File: config.mk
export PLATFORM = sky130hd
export DESIGN_NAME = conbus_rr_flat
export DESIGN_NICKNAME = d
export VERILOG_FILES = /design/src/rtl/conbus_rr_if.sv /design/src/rtl/conbus_rr.sv /design/src/flat_wrapper.sv
export SDC_FILE = /design/constraint.sdc
export NUM_CORES = 1
export LEC_CHECK = 0
export ABC_AREA = 0
export BUFFER_PORTS_ARGS = -buffer_cell sky130_fd_sc_hd__buf_2
export CAP_MARGIN = 20
export CORE_AREA = 2 2 319 321
export DETAILED_ROUTE_END_ITERATION = 8
export DIE_AREA = 0 0 321 323
export PLACE_DENSITY = 0.3
export SLEW_MARGIN = 20
export SYNTH_ARGS = -nofsm -noshare
export SYNTH_HDL_FRONTEND = slang
export SYNTH_SLANG_ARGS = --single-unit
export TNS_END_PERCENT = 1
File: constraint.sdc
create_clock -name sys_clk -period 5.25 [get_ports sys_clk]
set_input_delay 1.05 -clock sys_clk [delete_from_list [all_inputs] [get_ports sys_clk]]
set_output_delay 1.05 -clock sys_clk [all_outputs]
set_load 0.05 [all_outputs]
File: src/rtl/conbus_rr_if.sv
// Shared-bus signal bundle for conbus_rr: NM Wishbone masters on one side, NS slaves on the other.
// The slave modport is the interconnect's view; the master modport is the view of the
// surrounding masters and slaves that drive and observe the interconnect.
interface conbus_rr_if #(
  parameter int unsigned NM = 6,
  parameter int unsigned NS = 7
);
  logic [NM*32-1:0] m_dat_i;
  logic [NM*32-1:0] m_adr_i;
  logic [NM*3-1:0]  m_cti_i;
  logic [NM*4-1:0]  m_sel_i;
  logic [NM-1:0]    m_we_i;
  logic [NM-1:0]    m_cyc_i;
  logic [NM-1:0]    m_stb_i;
  logic [31:0]      m_dat_o;
  logic [NM-1:0]    m_ack_o;
  logic [NM-1:0]    m_err_o;
  logic [NS*32-1:0] s_dat_i;
  logic [NS-1:0]    s_ack_i;
  logic [31:0]      s_dat_o;
  logic [31:0]      s_adr_o;
  logic [2:0]       s_cti_o;
  logic [3:0]       s_sel_o;
  logic             s_we_o;
  logic [NS-1:0]    s_cyc_o;
  logic [NS-1:0]    s_stb_o;

  modport slave (
    input  m_dat_i, m_adr_i, m_cti_i, m_sel_i, m_we_i, m_cyc_i, m_stb_i, s_dat_i, s_ack_i,
    output m_dat_o, m_ack_o, m_err_o, s_dat_o, s_adr_o, s_cti_o, s_sel_o, s_we_o, s_cyc_o,
           s_stb_o
  );

  modport master (
    output m_dat_i, m_adr_i, m_cti_i, m_sel_i, m_we_i, m_cyc_i, m_stb_i, s_dat_i, s_ack_i,
    input  m_dat_o, m_ack_o, m_err_o, s_dat_o, s_adr_o, s_cti_o, s_sel_o, s_we_o, s_cyc_o,
           s_stb_o
  );
endinterface

File: src/rtl/conbus_rr.sv
// Wishbone shared-bus interconnect: NM masters, NS slaves, registered round-robin arbitration,
// address decode on the top S_ADDR_W bits, and err termination for unmapped addresses and
// slaves that do not ack within TIMEOUT cycles.
module conbus_rr #(
  parameter int unsigned             NM       = 6,
  parameter int unsigned             NS       = 7,
  parameter int unsigned             S_ADDR_W = 4,
  parameter logic [NS*S_ADDR_W-1:0]  S_ADDR   = {4'h6, 4'h5, 4'h4, 4'h3, 4'h2, 4'h1, 4'h0},
  parameter int unsigned             TO_W     = 8,
  parameter int unsigned             TIMEOUT  = 255
) (
  input  logic              sys_clk,
  input  logic              sys_rst_n,
  conbus_rr_if.slave        bus,
  output logic [NM-1:0]     gnt_o
);

  localparam int unsigned     LW     = (NM > 1) ? $clog2(NM) : 1;
  localparam logic [TO_W-1:0] ToTerm = (TIMEOUT == 0) ? '0 : TO_W'(TIMEOUT - 1);
  localparam logic [TO_W-1:0] ToMax  = '1;

  typedef enum logic [0:0] {StIdle, StOwn} state_e;

  state_e          state_q, state_d;
  logic [NM-1:0]   gnt_q, gnt_d;
  logic [LW-1:0]   last_q, last_d;
  logic [TO_W-1:0] to_cnt_q, to_cnt_d;
  logic            err_q, err_d;

  logic            own_cyc;
  logic            found;
  logic [LW-1:0]   winner;
  logic [LW-1:0]   cand;
  int unsigned     idx;

  logic [31:0]     adr, wdat, rdat;
  logic [2:0]      cti;
  logic [3:0]      bsel;
  logic            we, cyc, stb;
  logic [NS-1:0]   sel;
  logic            nomatch;
  logic            ack, active, gnt_chg;

  // Arbiter next state: first requester after the last winner, re-arbitrating only when idle
  // or when the current owner has dropped cyc.
  always_comb begin
    state_d = state_q;
    gnt_d   = gnt_q;
    last_d  = last_q;
    found   = 1'b0;
    winner  = '0;
    cand    = '0;
    idx     = 0;
    own_cyc = |(bus.m_cyc_i & gnt_q);
    for (int unsigned k = 1; k <= NM; k++) begin
      idx  = (32'(last_q) + k) % NM;
      cand = LW'(idx);
      if (!found && bus.m_cyc_i[cand]) begin
        found  = 1'b1;
        winner = cand;
      end
    end
    unique case (state_q)
      StIdle: begin
        if (found) begin
          gnt_d   = NM'(1) << winner;
          last_d  = winner;
          state_d = StOwn;
        end
      end
      StOwn: begin
        if (!own_cyc) begin
          if (found) begin
            gnt_d  = NM'(1) << winner;
            last_d = winner;
          end else begin
            gnt_d   = '0;
            state_d = StIdle;
          end
        end
      end
      default: begin
        gnt_d   = '0;
        state_d = StIdle;
      end
    endcase
  end

  // AND-OR mux of the granted master onto the shared bus; all zero with no grant.
  always_comb begin
    adr  = '0;
    wdat = '0;
    cti  = '0;
    bsel = '0;
    we   = 1'b0;
    cyc  = 1'b0;
    stb  = 1'b0;
    for (int unsigned i = 0; i < NM; i++) begin
      adr  = adr  | ({32{gnt_q[i]}} & bus.m_adr_i[i*32 +: 32]);
      wdat = wdat | ({32{gnt_q[i]}} & bus.m_dat_i[i*32 +: 32]);
      cti  = cti  | ({3{gnt_q[i]}}  & bus.m_cti_i[i*3 +: 3]);
      bsel = bsel | ({4{gnt_q[i]}}  & bus.m_sel_i[i*4 +: 4]);
      we   = we   | (gnt_q[i] & bus.m_we_i[i]);
      cyc  = cyc  | (gnt_q[i] & bus.m_cyc_i[i]);
      stb  = stb  | (gnt_q[i] & bus.m_stb_i[i]);
    end
  end

  // Address decode (lowest matching slave wins) and read-data select.
  always_comb begin
    sel     = '0;
    nomatch = 1'b1;
    rdat    = '0;
    for (int unsigned i = 0; i < NS; i++) begin
      if (nomatch && (adr[31 -: S_ADDR_W] == S_ADDR[i*S_ADDR_W +: S_ADDR_W])) begin
        sel[i]  = 1'b1;
        nomatch = 1'b0;
      end
    end
    for (int unsigned i = 0; i < NS; i++) begin
      rdat = rdat | ({32{sel[i]}} & bus.s_dat_i[i*32 +: 32]);
    end
  end

  // Error and timeout next state; a same-cycle ack keeps the transfer out of "active" so it
  // always beats the terminal count.
  always_comb begin
    ack      = |(bus.s_ack_i & sel);
    active   = cyc & stb & ~ack & ~err_q;
    gnt_chg  = (gnt_d != gnt_q);
    err_d    = 1'b0;
    to_cnt_d = to_cnt_q;
    if (active && nomatch) begin
      err_d = 1'b1;
    end else if ((TIMEOUT != 0) && active && (to_cnt_q == ToTerm)) begin
      err_d = 1'b1;
    end
    if (ack || !stb || !cyc || err_q || gnt_chg || err_d) begin
      to_cnt_d = '0;
    end else if (active && (to_cnt_q != ToMax)) begin
      to_cnt_d = to_cnt_q + TO_W'(1);
    end
  end

  // State registers; reset leaves last at NM-1 so master 0 is scanned first.
  always_ff @(posedge sys_clk or negedge sys_rst_n) begin
    if (!sys_rst_n) begin
      state_q  <= StIdle;
      gnt_q    <= '0;
      last_q   <= LW'(NM - 1);
      to_cnt_q <= '0;
      err_q    <= 1'b0;
    end else begin
      state_q  <= state_d;
      gnt_q    <= gnt_d;
      last_q   <= last_d;
      to_cnt_q <= to_cnt_d;
      err_q    <= err_d;
    end
  end

  // Output drive: slave strobes are masked during the err cycle.
  always_comb begin
    bus.s_adr_o = adr;
    bus.s_dat_o = wdat;
    bus.s_cti_o = cti;
    bus.s_sel_o = bsel;
    bus.s_we_o  = we;
    bus.s_cyc_o = sel & {NS{cyc}};
    bus.s_stb_o = sel & {NS{cyc & stb & ~err_q}};
    bus.m_dat_o = rdat;
    bus.m_ack_o = gnt_q & {NM{ack}};
    bus.m_err_o = gnt_q & {NM{err_q}};
    gnt_o       = gnt_q;
  end

endmodule

File: src/flat_wrapper.sv
// flat-port wrapper written by rule: the top's interface ports become plain ports
module conbus_rr_flat 
#(
  parameter int unsigned             NM       = 6,
  parameter int unsigned             NS       = 7,
  parameter int unsigned             S_ADDR_W = 4,
  parameter logic [NS*S_ADDR_W-1:0]  S_ADDR   = {4'h6, 4'h5, 4'h4, 4'h3, 4'h2, 4'h1, 4'h0},
  parameter int unsigned             TO_W     = 8,
  parameter int unsigned             TIMEOUT  = 255
)
  (sys_clk, sys_rst_n, gnt_o, bus_m_dat_i, bus_m_adr_i, bus_m_cti_i, bus_m_sel_i, bus_m_we_i, bus_m_cyc_i, bus_m_stb_i, bus_s_dat_i, bus_s_ack_i, bus_m_dat_o, bus_m_ack_o, bus_m_err_o, bus_s_dat_o, bus_s_adr_o, bus_s_cti_o, bus_s_sel_o, bus_s_we_o, bus_s_cyc_o, bus_s_stb_o);
  conbus_rr_if #(.NM(NM), .NS(NS)) bus_i ();
  input  logic sys_clk;
  input  logic sys_rst_n;
  output logic [NM-1:0] gnt_o;
  input wire logic [$bits(bus_i.m_dat_i)-1:0] bus_m_dat_i;
  input wire logic [$bits(bus_i.m_adr_i)-1:0] bus_m_adr_i;
  input wire logic [$bits(bus_i.m_cti_i)-1:0] bus_m_cti_i;
  input wire logic [$bits(bus_i.m_sel_i)-1:0] bus_m_sel_i;
  input wire logic [$bits(bus_i.m_we_i)-1:0] bus_m_we_i;
  input wire logic [$bits(bus_i.m_cyc_i)-1:0] bus_m_cyc_i;
  input wire logic [$bits(bus_i.m_stb_i)-1:0] bus_m_stb_i;
  input wire logic [$bits(bus_i.s_dat_i)-1:0] bus_s_dat_i;
  input wire logic [$bits(bus_i.s_ack_i)-1:0] bus_s_ack_i;
  output wire logic [$bits(bus_i.m_dat_o)-1:0] bus_m_dat_o;
  output wire logic [$bits(bus_i.m_ack_o)-1:0] bus_m_ack_o;
  output wire logic [$bits(bus_i.m_err_o)-1:0] bus_m_err_o;
  output wire logic [$bits(bus_i.s_dat_o)-1:0] bus_s_dat_o;
  output wire logic [$bits(bus_i.s_adr_o)-1:0] bus_s_adr_o;
  output wire logic [$bits(bus_i.s_cti_o)-1:0] bus_s_cti_o;
  output wire logic [$bits(bus_i.s_sel_o)-1:0] bus_s_sel_o;
  output wire logic [$bits(bus_i.s_we_o)-1:0] bus_s_we_o;
  output wire logic [$bits(bus_i.s_cyc_o)-1:0] bus_s_cyc_o;
  output wire logic [$bits(bus_i.s_stb_o)-1:0] bus_s_stb_o;
  assign bus_i.m_dat_i = bus_m_dat_i;
  assign bus_i.m_adr_i = bus_m_adr_i;
  assign bus_i.m_cti_i = bus_m_cti_i;
  assign bus_i.m_sel_i = bus_m_sel_i;
  assign bus_i.m_we_i = bus_m_we_i;
  assign bus_i.m_cyc_i = bus_m_cyc_i;
  assign bus_i.m_stb_i = bus_m_stb_i;
  assign bus_i.s_dat_i = bus_s_dat_i;
  assign bus_i.s_ack_i = bus_s_ack_i;
  assign bus_m_dat_o = bus_i.m_dat_o;
  assign bus_m_ack_o = bus_i.m_ack_o;
  assign bus_m_err_o = bus_i.m_err_o;
  assign bus_s_dat_o = bus_i.s_dat_o;
  assign bus_s_adr_o = bus_i.s_adr_o;
  assign bus_s_cti_o = bus_i.s_cti_o;
  assign bus_s_sel_o = bus_i.s_sel_o;
  assign bus_s_we_o = bus_i.s_we_o;
  assign bus_s_cyc_o = bus_i.s_cyc_o;
  assign bus_s_stb_o = bus_i.s_stb_o;
  conbus_rr #(.NM(NM), .NS(NS), .S_ADDR_W(S_ADDR_W), .S_ADDR(S_ADDR), .TO_W(TO_W), .TIMEOUT(TIMEOUT)) u_core (.sys_clk(sys_clk), .sys_rst_n(sys_rst_n), .bus(bus_i), .gnt_o(gnt_o));
endmodule
==> metrics <==
vias in the first global route=10500; Seq cells post-synth=19; maximum clock insertion buffer count=2; proportion of synthesized area in mux cells=3.32%; time the final worst path needs with I/O delays and setup=4.61 ns; net count of the mapped netlist=1489; clock tree from TritonCTS=yes; Crit Reg-Reg Endpoint=u_core.to_cnt_q[4]; startpoint of the worst setup timing path=bus_m_adr_i[127]; Yosys cell types=76; number of buffers created by CTS=3; transition time at the pin with the least slew margin=0.915 ns; Slew headroom=39.0%; sort of element at the end of the critical path=output pin; clock sink total=19; number of levels the H-tree was split into=1; Storage cell area=500 µm²; critical-path maximum fanout=19; die boundary height=323 µm; xor-xnor portion of the synthesized cell area=1.48%; die outline area=104000 µm²; CTS hold repair buffers=0; initial antenna violation count=39; cells traversed along the worst timing path=buf_2, a22oi_1, nand3_1, nand2b_1, nor2_2, buf_4, a22oi_1, nand3_1, buf_2; synth-to-layout area growth=101%; PortBufs=812; root cell of the clock tree=clkbuf_16; net load switching power=4.87 mW; Gates resized, CTS repair=0; Synth top area share=37.5%; Global Route Usage Sum=11.5%; First-pass DRT Iterations=9; number of max-slew violations in the final report=0; post-synthesis share of cell area spent on full adders, half adders and majority gates=3.49%; Fin Setup TNS=0 ns; Comb pwr share=93.4%; Core Box Area=101000 µm²; final WL=65.2 mm; worst hold endpoint=u_core.to_cnt_q[5]; number of instances on the worst hold path=2; Cell Rows=117; cells on worst reg2reg path=16; clk_lat worst skew=0.25 ns; final HPWL from detailed placement=56.5 mm; share of layout cells above drive strength 1=57.9%; max-capacitance violation count=0; clock share of power=2.3%; number of fill cells in the layout=12000; routability congestion estimate=0.830; largest family of logic cells by synthesized area=compound AO/OA/AOI/OAI gates; antenna-violating nets left=0; area post-placement=11400 µm²; CP startpoint kind=input port; initial core utilization=5.69%; Iteration-0 DRC Markers=923; worst clock skew=0.00447 ns; Worst IR Drop VDD=0.000163 V; YS warnings=0; FF-to-FF Start=u_core.last_q[1]; Worst EP required=4.20 ns; fin crit share=87.8%; Crit Path Category=in2out; fraction of power spent switching nets=68.7%; unrepaired setup endpoints after global routing=false; Final Hold Vio Count=0; number of enable flip-flop cells after synthesis=0; most frequent cells after synthesis=286 x a22oi_1, 117 x nand3_1, 71 x clkbuf_1, 32 x a222oi_1, 30 x nor2_1; overflow left after global routing=0; net count of the finished layout=2252; ys async rst share=100%; simple logic cell fraction of the synthesized area=22.4%; internal power of the cells=2.22 mW; proportion of synthesized chip area in sequential cells=8.34%; WP data arrival=3.56 ns; vias=10700; achievable clock frequency=0.217 GHz; main area contributors after synthesis=a22oi_1 37%, nand3_1 10%, dfrtp_1 7.4%; Reg clk slew, reported paths=0.06 ns; Leakage=5.33 nW; Post-synth top flop=dfrtp_1; sequential share of power=4.3%; count of placed standard cells in the final layout, fillers left out=2885; most instantiated library cell after synthesis=a22oi_1; post-synthesis instance total=796; hold_sp=u_core.to_cnt_q[5]; largest stage delay on the critical path=0.48 ns; post-route cell area=11500 µm²; placed instance count=2863; Mapped Avg Cell Area=7.20 µm²; wire length of the first global-routing pass=85.1 mm; worst reg-to-reg setup slack=0.72 ns; total power density per cell area=614 nW/µm²; master of the slowest instance on the critical path=nor2_2; count of endpoints failing setup in the final report=0; DRC violation count after routing=0; top cell type by total area after synthesis=a22oi_1; number of top-level design ports=813; routed vias/inst=3.71; Mapped Area=5730 µm²; complex-gate fraction of the synthesized area=54.3%; status=complete, no violations; worst min path class=reg2reg; pin count of the biggest net entering global routing=65; width of the chip=321 µm; buffers inserted by post-CTS timing repair=0; area of the multi-input gates=4900 µm²; average wire per cell in the routed design=22.6 µm
==> layout make-up <==
type,instances,share of cell area [%]
multi-input cells,678,42.5
repair buffers,843,37.5
well taps,1309,14.2
flip-flops and latches,19,4.34
clock buffers,3,0.650
inverters,14,0.455
diodes,18,0.390
clock inverters,1,0.0434
==> layout by cell type (no fill, tap or decap), types with 8 or more instances in the layout <==
cell type / instances
and2_1: 14
a21oi_1: 18
mux2i_1: 10
buf_4: 30
diode_2: 18
buf_2: 811
dfrtp_1: 11
nand2b_1: 10
a22oi_1: 286
nor2_1: 25
ha_1: 16
a222oi_1: 32
o21ai_0: 8
nand2_1: 16
nand3_1: 117
inv_1: 10
nor4_1: 8
nor3_1: 17
==> how the worst max path moves through the flow <==
stage | slack, ns | cells after the start | to
finish | 0.64 | 9 | bus_m_dat_o[15]
global route | 0.24 | 16 | u_core.to_cnt_q[5]
CTS | 0.66 | 9 | bus_m_dat_o[15]
detailed placement | 0.66 | 9 | bus_m_dat_o[15]
global placement | 0.75 | 9 | bus_m_dat_o[15]
floorplan | 0.28 | 5 | bus_s_cyc_o[0]
==> through the flow <==
step	setup slack, ns	hold slack, ns	utilization [%]	power (mW)
finish	0.642	0.613	11.5	7.09
global route	0.243	0.646	11.4	7.59
CTS	0.662	0.610	11.4	7.19
detailed placement	0.665	0.598	11.3	7.01
global placement	0.752	0.596	11.3	7.07
floorplan	0.277	0.522	-	4.75
==> worst max-delay path, delay by kind of cell <==
family                 cells  cell delay, ns
AO/OA/AOI/OAI              2            0.39
AND/OR/NAND/NOR            4            1.36
buffers and inverters      3            0.75
==> routing by layer <==
metal | up-vias | wire, µm | track usage (%)
met2 | 546 | 32000 | 19.9
met5 | - | 206 | 0
met3 | 66 | 5610 | 3.02
li1 | 4892 | - | -
met4 | 34 | 822 | 1.47
met1 | 5173 | 26500 | 14.6
==> power by group through the flow <==
stage	clock network (mW)	registers (mW)	logic [mW]
after floorplan	0	0.248	4.50
after global placement	0	0.319	6.76
after detailed placement	0	0.316	6.69
after CTS	0.166	0.314	6.72
after global routing	0.174	0.319	7.09
final	0.160	0.307	6.63
==> state kept, by name (all words and copies together), names as in the netlist <==
register / cells
u_core.to_cnt_q: 8
u_core.gnt_o: 6
u_core.last_q: 3
u_core.err_q: 1
u_core.state_q: 1
==> kinds of logic (layout without fill, tap and decap cells) <==
family                     count (synthesis)  count (layout)
AOI/OAI and AO/OA                        396             396
xor gates and xnor gates                   8               8
adders and majority gates                 16              16
buffers and inverters                     99             861
DFF                                       19              19
muxes                                     17              17
other                                      0              18
and+or+nand+nor                          241             241
Power figures use the tool's default switching activity.
